[config.mk]
export PLATFORM = sky130hd
export DESIGN_NAME = logical_bist_ctrl
export DESIGN_NICKNAME = d
export VERILOG_FILES = /design/src/rtl/logical_bist_ctrl.sv
export SDC_FILE = /design/constraint.sdc
export NUM_CORES = 1
export LEC_CHECK = 0
export BUFFER_PORTS_ARGS = -buffer_cell sky130_fd_sc_hd__clkbuf_2
export CORE_ASPECT_RATIO = 1.75
export CORE_MARGIN = 3
export CORE_UTILIZATION = 50
export DETAILED_ROUTE_END_ITERATION = 8
export PLACE_DENSITY_LB_ADDON = 0.25
export SLEW_MARGIN = 20
export SYNTH_ARGS = -nofsm -noshare
export SYNTH_HDL_FRONTEND = slang
export SYNTH_SLANG_ARGS = --single-unit
[constraint.sdc]
create_clock -name clk -period 3.81 [get_ports clk]
set_input_delay 0.1905 -clock clk [delete_from_list [all_inputs] [get_ports clk]]
set_output_delay 0.1905 -clock clk [all_outputs]
set_load 0.01 [all_outputs]
[src/rtl/logical_bist_ctrl.sv]
// BIST sequencer for the shared logical-operator unit: sweeps all {b,a} vectors and checks and/or/not.
// Optional LOGICAL_BIST_STOP_ON_FAIL_EN ends the run on the first failing vector.
module logical_bist_ctrl #(
  parameter int WIDTH = 1,
  parameter int HOLD  = 2
) (
  input  logic               clk,
  input  logic               rst,
  input  logic               start,
  input  logic               abort,
  output logic [WIDTH-1:0]   dut_a,
  output logic [WIDTH-1:0]   dut_b,
  input  logic               dut_and,
  input  logic               dut_or,
  input  logic               dut_not,
  output logic               busy,
  output logic               done,
  output logic               pass,
  output logic [7:0]         err_cnt,
  output logic               fail_valid,
  output logic [2*WIDTH-1:0] fail_vec
);
  localparam int VW = 2 * WIDTH;
  localparam int HW = (HOLD > 1) ? $clog2(HOLD) : 1;
  localparam logic [VW-1:0] VEC_LAST  = {VW{1'b1}};
  localparam logic [VW-1:0] VEC_ONE   = VW'(1);
  localparam logic [HW-1:0] HOLD_LAST = HW'(HOLD - 1);
  localparam logic [HW-1:0] HOLD_ONE  = HW'(1);

  typedef enum logic [1:0] {S_IDLE, S_RUN, S_DONE} state_t;

  state_t           state_q, state_d;
  logic [VW-1:0]    vec_q, vec_d;
  logic [HW-1:0]    hold_q, hold_d;
  logic [WIDTH-1:0] dut_a_q, dut_a_d, dut_b_q, dut_b_d;
  logic             busy_q, busy_d, done_q, done_d, pass_q, pass_d;
  logic [7:0]       err_cnt_q, err_cnt_d;
  logic             fail_valid_q, fail_valid_d;
  logic [VW-1:0]    fail_vec_q, fail_vec_d;
  logic             mismatch, stop_now;

  // The unit sees the registered operands, so its results line up with vec_q.
  always_comb begin
    mismatch = (dut_and != ((|dut_a_q) && (|dut_b_q))) ||
               (dut_or  != ((|dut_a_q) || (|dut_b_q))) ||
               (dut_not != ~(|dut_a_q));
  end

`ifdef LOGICAL_BIST_STOP_ON_FAIL_EN
  assign stop_now = mismatch;
`else
  assign stop_now = 1'b0;
`endif

  always_comb begin
    state_d      = state_q;
    vec_d        = vec_q;
    hold_d       = hold_q;
    busy_d       = 1'b0;
    done_d       = 1'b0;
    pass_d       = pass_q;
    err_cnt_d    = err_cnt_q;
    fail_valid_d = fail_valid_q;
    fail_vec_d   = fail_vec_q;
    case (state_q)
      S_IDLE: begin
        if (start && !abort) begin
          state_d      = S_RUN;
          busy_d       = 1'b1;
          vec_d        = '0;
          hold_d       = '0;
          pass_d       = 1'b0;
          err_cnt_d    = '0;
          fail_valid_d = 1'b0;
          fail_vec_d   = '0;
        end
      end
      S_RUN: begin
        if (abort) begin
          state_d = S_IDLE;
          pass_d  = 1'b0;
          vec_d   = '0;
          hold_d  = '0;
        end else if (hold_q == HOLD_LAST) begin
          hold_d = '0;
          busy_d = 1'b1;
          if (mismatch) begin
            if (err_cnt_q != 8'hFF) err_cnt_d = err_cnt_q + 8'd1;
            if (!fail_valid_q) begin
              fail_valid_d = 1'b1;
              fail_vec_d   = vec_q;
            end
          end
          if (vec_q == VEC_LAST || stop_now) begin
            state_d = S_DONE;
            busy_d  = 1'b0;
            done_d  = 1'b1;
            pass_d  = (err_cnt_d == 8'd0);
            vec_d   = '0;
          end else begin
            vec_d = vec_q + VEC_ONE;
          end
        end else begin
          hold_d = hold_q + HOLD_ONE;
          busy_d = 1'b1;
        end
      end
      S_DONE: begin
        state_d = S_IDLE;
        if (abort) pass_d = 1'b0;
      end
      default: state_d = S_IDLE;
    endcase
    dut_a_d = busy_d ? vec_d[WIDTH-1:0]  : '0;
    dut_b_d = busy_d ? vec_d[VW-1:WIDTH] : '0;
  end

  always_ff @(posedge clk or posedge rst) begin
    if (rst) begin
      state_q      <= S_IDLE;
      vec_q        <= '0;
      hold_q       <= '0;
      dut_a_q      <= '0;
      dut_b_q      <= '0;
      busy_q       <= 1'b0;
      done_q       <= 1'b0;
      pass_q       <= 1'b0;
      err_cnt_q    <= '0;
      fail_valid_q <= 1'b0;
      fail_vec_q   <= '0;
    end else begin
      state_q      <= state_d;
      vec_q        <= vec_d;
      hold_q       <= hold_d;
      dut_a_q      <= dut_a_d;
      dut_b_q      <= dut_b_d;
      busy_q       <= busy_d;
      done_q       <= done_d;
      pass_q       <= pass_d;
      err_cnt_q    <= err_cnt_d;
      fail_valid_q <= fail_valid_d;
      fail_vec_q   <= fail_vec_d;
    end
  end

  assign dut_a      = dut_a_q;
  assign dut_b      = dut_b_q;
  assign busy       = busy_q;
  assign done       = done_q;
  assign pass       = pass_q;
  assign err_cnt    = err_cnt_q;
  assign fail_valid = fail_valid_q;
  assign fail_vec   = fail_vec_q;
endmodule
Yosys cells after proc, flatten, opt, wreduce, memory -nomap -nowiden

Cells that the tools add are included.
Widths: inputs -> output; s select.

Reductions and logical operators: 16
Eq/ne operators: 15
Add/subtract/negate cells: 3
Bitwise operators: 1
Mux-type cells: 49

Operators by type and width:

| operator            | count |
|---|---|
| $mux 8              | 8 |
| $mux 2              | 13 |
| $mux 1              | 20 |
| $pmux 8 s2          | 1 |
| $ne 2x2->1 const B  | 6 |
| $pmux 2 s2          | 3 |
| $reduce_and 5->1    | 2 |
| $add 8x1->8 const B | 1 |
| $logic_not 8->1     | 1 |
| $ne 8x8->1 const B  | 1 |
| $ne 3x3->1 const B  | 2 |
| $pmux 1 s2          | 3 |
| $reduce_and 6->1    | 1 |
| $eq 2x2->1 const B  | 2 |
| $reduce_and 4->1    | 1 |
| $logic_or 1x1->1    | 3 |
| $ne 1x1->1          | 3 |
| $pmux 1 s3          | 1 |
| $reduce_and 3->1    | 1 |
| $reduce_bool 3->1   | 1 |
| $add 2x1->2 const B | 1 |
| $eq 2x1->1 const B  | 1 |
| $logic_and 1x1->1   | 2 |
| $logic_not 2->1     | 1 |
| 5 further kinds     | 5 |

Bits in registers: 21
Output and inout bits: 16

Logic depth before layout (Yosys ltp)

Depth after elaboration: 13
Mapped depth: 7
Depth with buffers taken out: 6

Least setup slack after synthesis

No wires, ideal clock.

Path type: register -> register
From: reg err_cnt_q[0], in the netlist err_cnt[0]
To: reg pass_q, in the netlist pass
Data required time: 3.715 ns
Path slack: 2.042 ns
Arrival time: 1.672 ns
Clock period less this slack: 1.768 ns
Path buffers: 1
Library setup time: 0.095 ns
Stages on the path, launching flop included: 8
Cells stage by stage: dfrtp_1 > ha_1 > clkbuf_1 > a41oi_1 > nand3_1 > mux2i_1 > o211ai_1 > o31ai_1

Longest elaborated chain between the ends: 11

RTL lines:

| item                                             | RTL line | source |
|---|---|---|
| start, declared                                  | 37       | `logic [7:0] err_cnt_q, err_cnt_d;` |
| start signal, assigned                           | 140      | `err_cnt_q <= err_cnt_d;` |
| $add 8x1->8 / $ne 8x8->1 (equally long branches) | 88       | `if (err_cnt_q != 8'hFF) err_cnt_d = err_cnt_q + 8'd1;` |
| $mux 8                                           | 88       |  |
| $mux 8 (*)                                       | 87       | `if (mismatch) begin` |
| $mux 8 (*)                                       | 84       | `end else if (hold_q == HOLD_LAST) begin` |
| $mux 8 (*)                                       | 79       | `if (abort) begin` |
| $mux 8 (*)                                       | 65       | `case (state_q)` |
| $logic_not 8->1 (*)                              | 98       | `pass_d = (err_cnt_d == 8'd0);` |
| $mux 1 (*)                                       | 94       | `if (vec_q == VEC_LAST \|\| stop_now) begin` |
| $mux 1 (*)                                       | 84       |  |
| $mux 1 (*)                                       | 79       |  |
| $pmux 1 s3 (*)                                   | 65       |  |
| end signal, assigned                             | 139      | `pass_q <= pass_d;` |
| end, declared                                    | 36       | `logic busy_q, busy_d, done_q, done_d, pass_q, pass_d;` |

Mark *: on every way between the ends. The rest lies on a longest branch, timed or not. The select of a mux whose other input is x is not followed.
A chain may end at the register's enable or synchronous reset.

Worst setup path after layout

From: reg dut_a_q, in the netlist dut_a
To: reg pass_q, in the netlist pass

Longest elaborated chain between the ends: 13

RTL lines:

| item                                                         | RTL line | source |
|---|---|---|
| start, declared                                              | 35       | `logic [WIDTH-1:0] dut_a_q, dut_a_d, dut_b_q, dut_b_d;` |
| start signal, assigned                                       | 135      | `dut_a_q <= dut_a_d;` |
| $logic_and 1x1->1 / $logic_or 1x1->1 (equally long branches) | 44, 45   |  |
| $ne 1x1->1, on equally long branches                         | 44, 45   |  |
| $logic_or 1x1->1                                             | 44       | `mismatch = (dut_and != ((\|dut_a_q) && (\|dut_b_q))) \|\|` |
| $logic_or 1x1->1 (*)                                         | 45       | `(dut_or != ((\|dut_a_q) \|\| (\|dut_b_q))) \|\|` |
| $mux 8 (*)                                                   | 87       |  |
| $mux 8 (*)                                                   | 84       |  |
| $mux 8 (*)                                                   | 79       |  |
| $mux 8 (*)                                                   | 65       |  |
| $logic_not 8->1 (*)                                          | 98       |  |
| $mux 1 (*)                                                   | 94       |  |
| $mux 1 (*)                                                   | 84       |  |
| $mux 1 (*)                                                   | 79       |  |
| $pmux 1 s3 (*)                                               | 65       |  |

Marked as above.

==> load_flow_metrics.sql <==
INSERT INTO impl_metrics (metric_group, metric, value, unit) VALUES
('timing', 'drv_slew', '0', ''),
('global_route', 'global_route.overflow_total', '0', ''),
('logic_synthesis', 'mappedNetlistArea', '1280', 'µm²'),
('drt', 'dr.first_iter.drc_count', '36', ''),
('die', 'fp-row-count', '23', ''),
('global_route', 'grt_max_degree', '22', ''),
('die', 'initial_utilization', '0.541', ''),
('logic_synthesis', 'synth_largest_type_area_fraction', '0.411', ''),
('outcome', 'run_status', 'completed', ''),
('pwr', 'leakage', '0.000679', 'µW'),
('clock_tree', 'ctsLongestPathBuffers', '2', ''),
('clock_tree', 'cts_inserted_buffers', '3', ''),
('flow_run', 'maxCapViolations', '0', ''),
('die', 'ios', '23', ''),
('pwr', 'vdd_drop_max', '0.245', 'mV'),
('clock_tree', 'clock-root-buffer', 'sky130_fd_sc_hd__clkbuf_8', ''),
('timing', 'timing.max_slew.rel_slack', '0.456', ''),
('die', 'die_width', '44.2', 'µm'),
('place', 'port_buffers', '22', ''),
('clock_tree', 'clkTransAtPathRegs', '80', 'ps'),
('critical_path', 'worst-path-max-fanout', '9', ''),
('place', 'detail_placement_hpwl', '2270', 'µm'),
('critical_path', 'required_time_at_the_endpoint_of_the_critical_path', '3960', 'ps'),
('drt', 'totalWireLength', '2940', 'µm'),
('timing', 'fin_worst_skew', '5.34', 'ps'),
('logic_synthesis', 'yosys.area.top_type', 'sky130_fd_sc_hd__dfrtp_1', ''),
('logic_synthesis', 'post-synth-top-count-cell', 'sky130_fd_sc_hd__dfrtp_1', ''),
('logic_synthesis', 'netlist_instances', '138', ''),
('cells_and_area', 'n_fill_cell', '214', ''),
('drt', 'drcViolationCount', '0', ''),
('critical_path', 'startpoint_type', 'flop', ''),
('clock_tree', 'post_cts.repair.setup_buffers', '0', ''),
('logic_synthesis', 'postSynthNetCount', '147', ''),
('drt', 'detail_route.vias_per_cell', '6.11', ''),
('logic_synthesis', 'yosys_warnings', '0', ''),
('logic_synthesis', 'synth_edf_count', '0', ''),
('min_path', 'worstHoldPathType', 'input pin to async pin', ''),
('global_route', 'first_pass_grt_wire_length', '5090', 'µm'),
('die', 'dieHeight', '72.9', 'µm'),
('logic_synthesis', 'synth-seq-area-share', '0.411', ''),
('cells_and_area', 'final_area', '1410', 'µm²'),
('critical_path', 'crit_path_end_kind', 'flop', ''),
('cells_and_area', 'diodes', '0', ''),
('logic_synthesis', 'ys.flop_type', 'sky130_fd_sc_hd__dfrtp_1', ''),
('logic_synthesis', 'netlist-cell-type-count', '42', ''),
('timing', 'final_min_period_over_clock_period', '0.529', ''),
('logic_synthesis', 'ys_ff_latch', '21', ''),
('clock_tree', 'insertion_delay', '260', 'ps'),
('logic_synthesis', 'synth-async-reset-ratio', '1.00', ''),
('timing', 'setup_total_negative_slack', '0', 'ps'),
('timing', 'final-setup-viol-count', '0', ''),
('cells_and_area', 'share_of_layout_cells_above_drive_strength_1', '0.225', ''),
('global_route', 'antenna_violations_before_repair', '0', ''),
('pwr', 'power', '533', 'µW'),
('clock_tree', 'clkSinkCount', '21', ''),
('logic_synthesis', 'avgSynthCellArea', '9.26', 'µm²'),
('clock_tree', 'cts_repair_resizes', '0', ''),
('drt', 'drt-wirelength-per-cell', '15.9', 'µm'),
('die', 'dieArea', '3220', 'µm²'),
('cells_and_area', 'area_growth', '10.6', '%'),
('place', 'last_weighted_congestion_value_of_the_routability_driven_placer', '0.958', ''),
('cells_and_area', 'fin_cells', '185', ''),
('clock_tree', 'cts-hold-fix-buffers', '0', ''),
('drt', 'drt.antenna.violating_nets', '0', ''),
('die', 'design.core.area', '2360', 'µm²'),
('drt', 'via_count', '1131', ''),
('global_route', 'grtUsageTotal', '0.206', ''),
('critical_path', 'arrival', '2170', 'ps'),
('timing', 'min_period', '2020', 'ps'),
('place', 'dp.cells', '181', ''),
('timing', 'final-hold-violation-count', '0', '');
[layout by cell type, fill, tap and decap left out, types with 2 or more instances in the layout]
| cell | n |
|---|---|
| sky130_fd_sc_hd__o21ai_0 | 6 |
| sky130_fd_sc_hd__nand2b_1 | 4 |
| sky130_fd_sc_hd__a211oi_1 | 2 |
| sky130_fd_sc_hd__clkbuf_2 | 22 |
| sky130_fd_sc_hd__mux2i_1 | 5 |
| sky130_fd_sc_hd__clkbuf_8 | 3 |
| sky130_fd_sc_hd__nor3_1 | 6 |
| sky130_fd_sc_hd__a31oi_1 | 2 |
| sky130_fd_sc_hd__ha_1 | 2 |
| sky130_fd_sc_hd__and4_1 | 2 |
| sky130_fd_sc_hd__or2_2 | 3 |
| sky130_fd_sc_hd__a21oi_1 | 2 |
| sky130_fd_sc_hd__nand3_1 | 10 |
| sky130_fd_sc_hd__nand2_1 | 19 |
| sky130_fd_sc_hd__dfrtp_1 | 21 |
| sky130_fd_sc_hd__nor2_1 | 15 |
| sky130_fd_sc_hd__nor4_1 | 2 |
| sky130_fd_sc_hd__and2_1 | 3 |
| sky130_fd_sc_hd__inv_1 | 5 |
| sky130_fd_sc_hd__a22o_1 | 4 |
[path summary, 6_finish.rpt]
path	slack, ps	to	start
worst max-delay path	1790	pass$_DFFE_PP0P_	dut_a$_DFF_PP0_
worst min-delay path	60	dut_b$_DFF_PP0_	rst
worst max register to register	1790	pass$_DFFE_PP0P_	dut_a$_DFF_PP0_
worst min register to register	510	fail_vec[1]$_DFFE_PP0P_	fail_vec[1]$_DFFE_PP0P_
max in group asynchronous	3240	fail_vec[1]$_DFFE_PP0P_	rst
min in group clk	290	state_q[1]$_DFFE_PP0P_	abort
[registers in the layout, indices dropped and copies added (netlist names)]
| register | count |
|---|---|
| pass | 1 |
| done | 1 |
| vec_q | 2 |
| fail_valid | 1 |
| dut_b | 1 |
| err_cnt | 8 |
| fail_vec | 2 |
| hold_q | 1 |
| state_q | 2 |
| dut_a | 1 |
| busy | 1 |
[cells by family after synthesis]
group | share of synthesized area
multiplexers | 0.0500
flip-flops | 0.411
buffers and inverters | 0.0549
XOR/XNOR | 0.0137
AND/OR/NAND/NOR | 0.303
adder cells (fa/ha/maj) | 0.0196
AO/OA/AOI/OAI | 0.148
[area by class of cell]
type,count,share of cell area
sequential,21,0.372
timing repair buffer,22,0.0779
tap,25,0.0221
multi-input combinational,108,0.483
clock buffer,4,0.0319
inverter,5,0.0133
[layer usage]
metal | global-route usage | vias to the layer above | part of all wire
met2 | 0.356 | 34 | 0.54
li1 | - | 544 | -
met1 | 0.239 | 543 | 0.38
met5 | 0 | - | 0
met4 | 0.104 | 0 | 0.036
met3 | 0.0272 | 10 | 0.046
[report_power, final]
group	internal [µW]	switching (µW)
Sequential	240	28.1
Combinational	51.3	68.2
Clock	74.3	70.9
Total	366	167
[critical path, cell delays in order (launching register included)]
cell and delay, ps:
sky130_fd_sc_hd__dfrtp_1 420, sky130_fd_sc_hd__nor4bb_2 190, sky130_fd_sc_hd__mux2i_2 360, sky130_fd_sc_hd__nand2_4 170, sky130_fd_sc_hd__nor4_2 360, sky130_fd_sc_hd__xor2_1 130, sky130_fd_sc_hd__o31ai_1 280
[through the flow]
stage | hold WS (ps) | worst slack [ps] | util
3_3_place_gp | 351 | 1870 | 0.580
3_5_place_dp | 385 | 1810 | 0.580
5_1_grt | 125 | 1590 | 0.599
4_1_cts | 103 | 1790 | 0.599
2_1_floorplan | 167 | 2040 | -
6_report | 60.4 | 1790 | 0.599
Power figures use the tool's default switching activity.
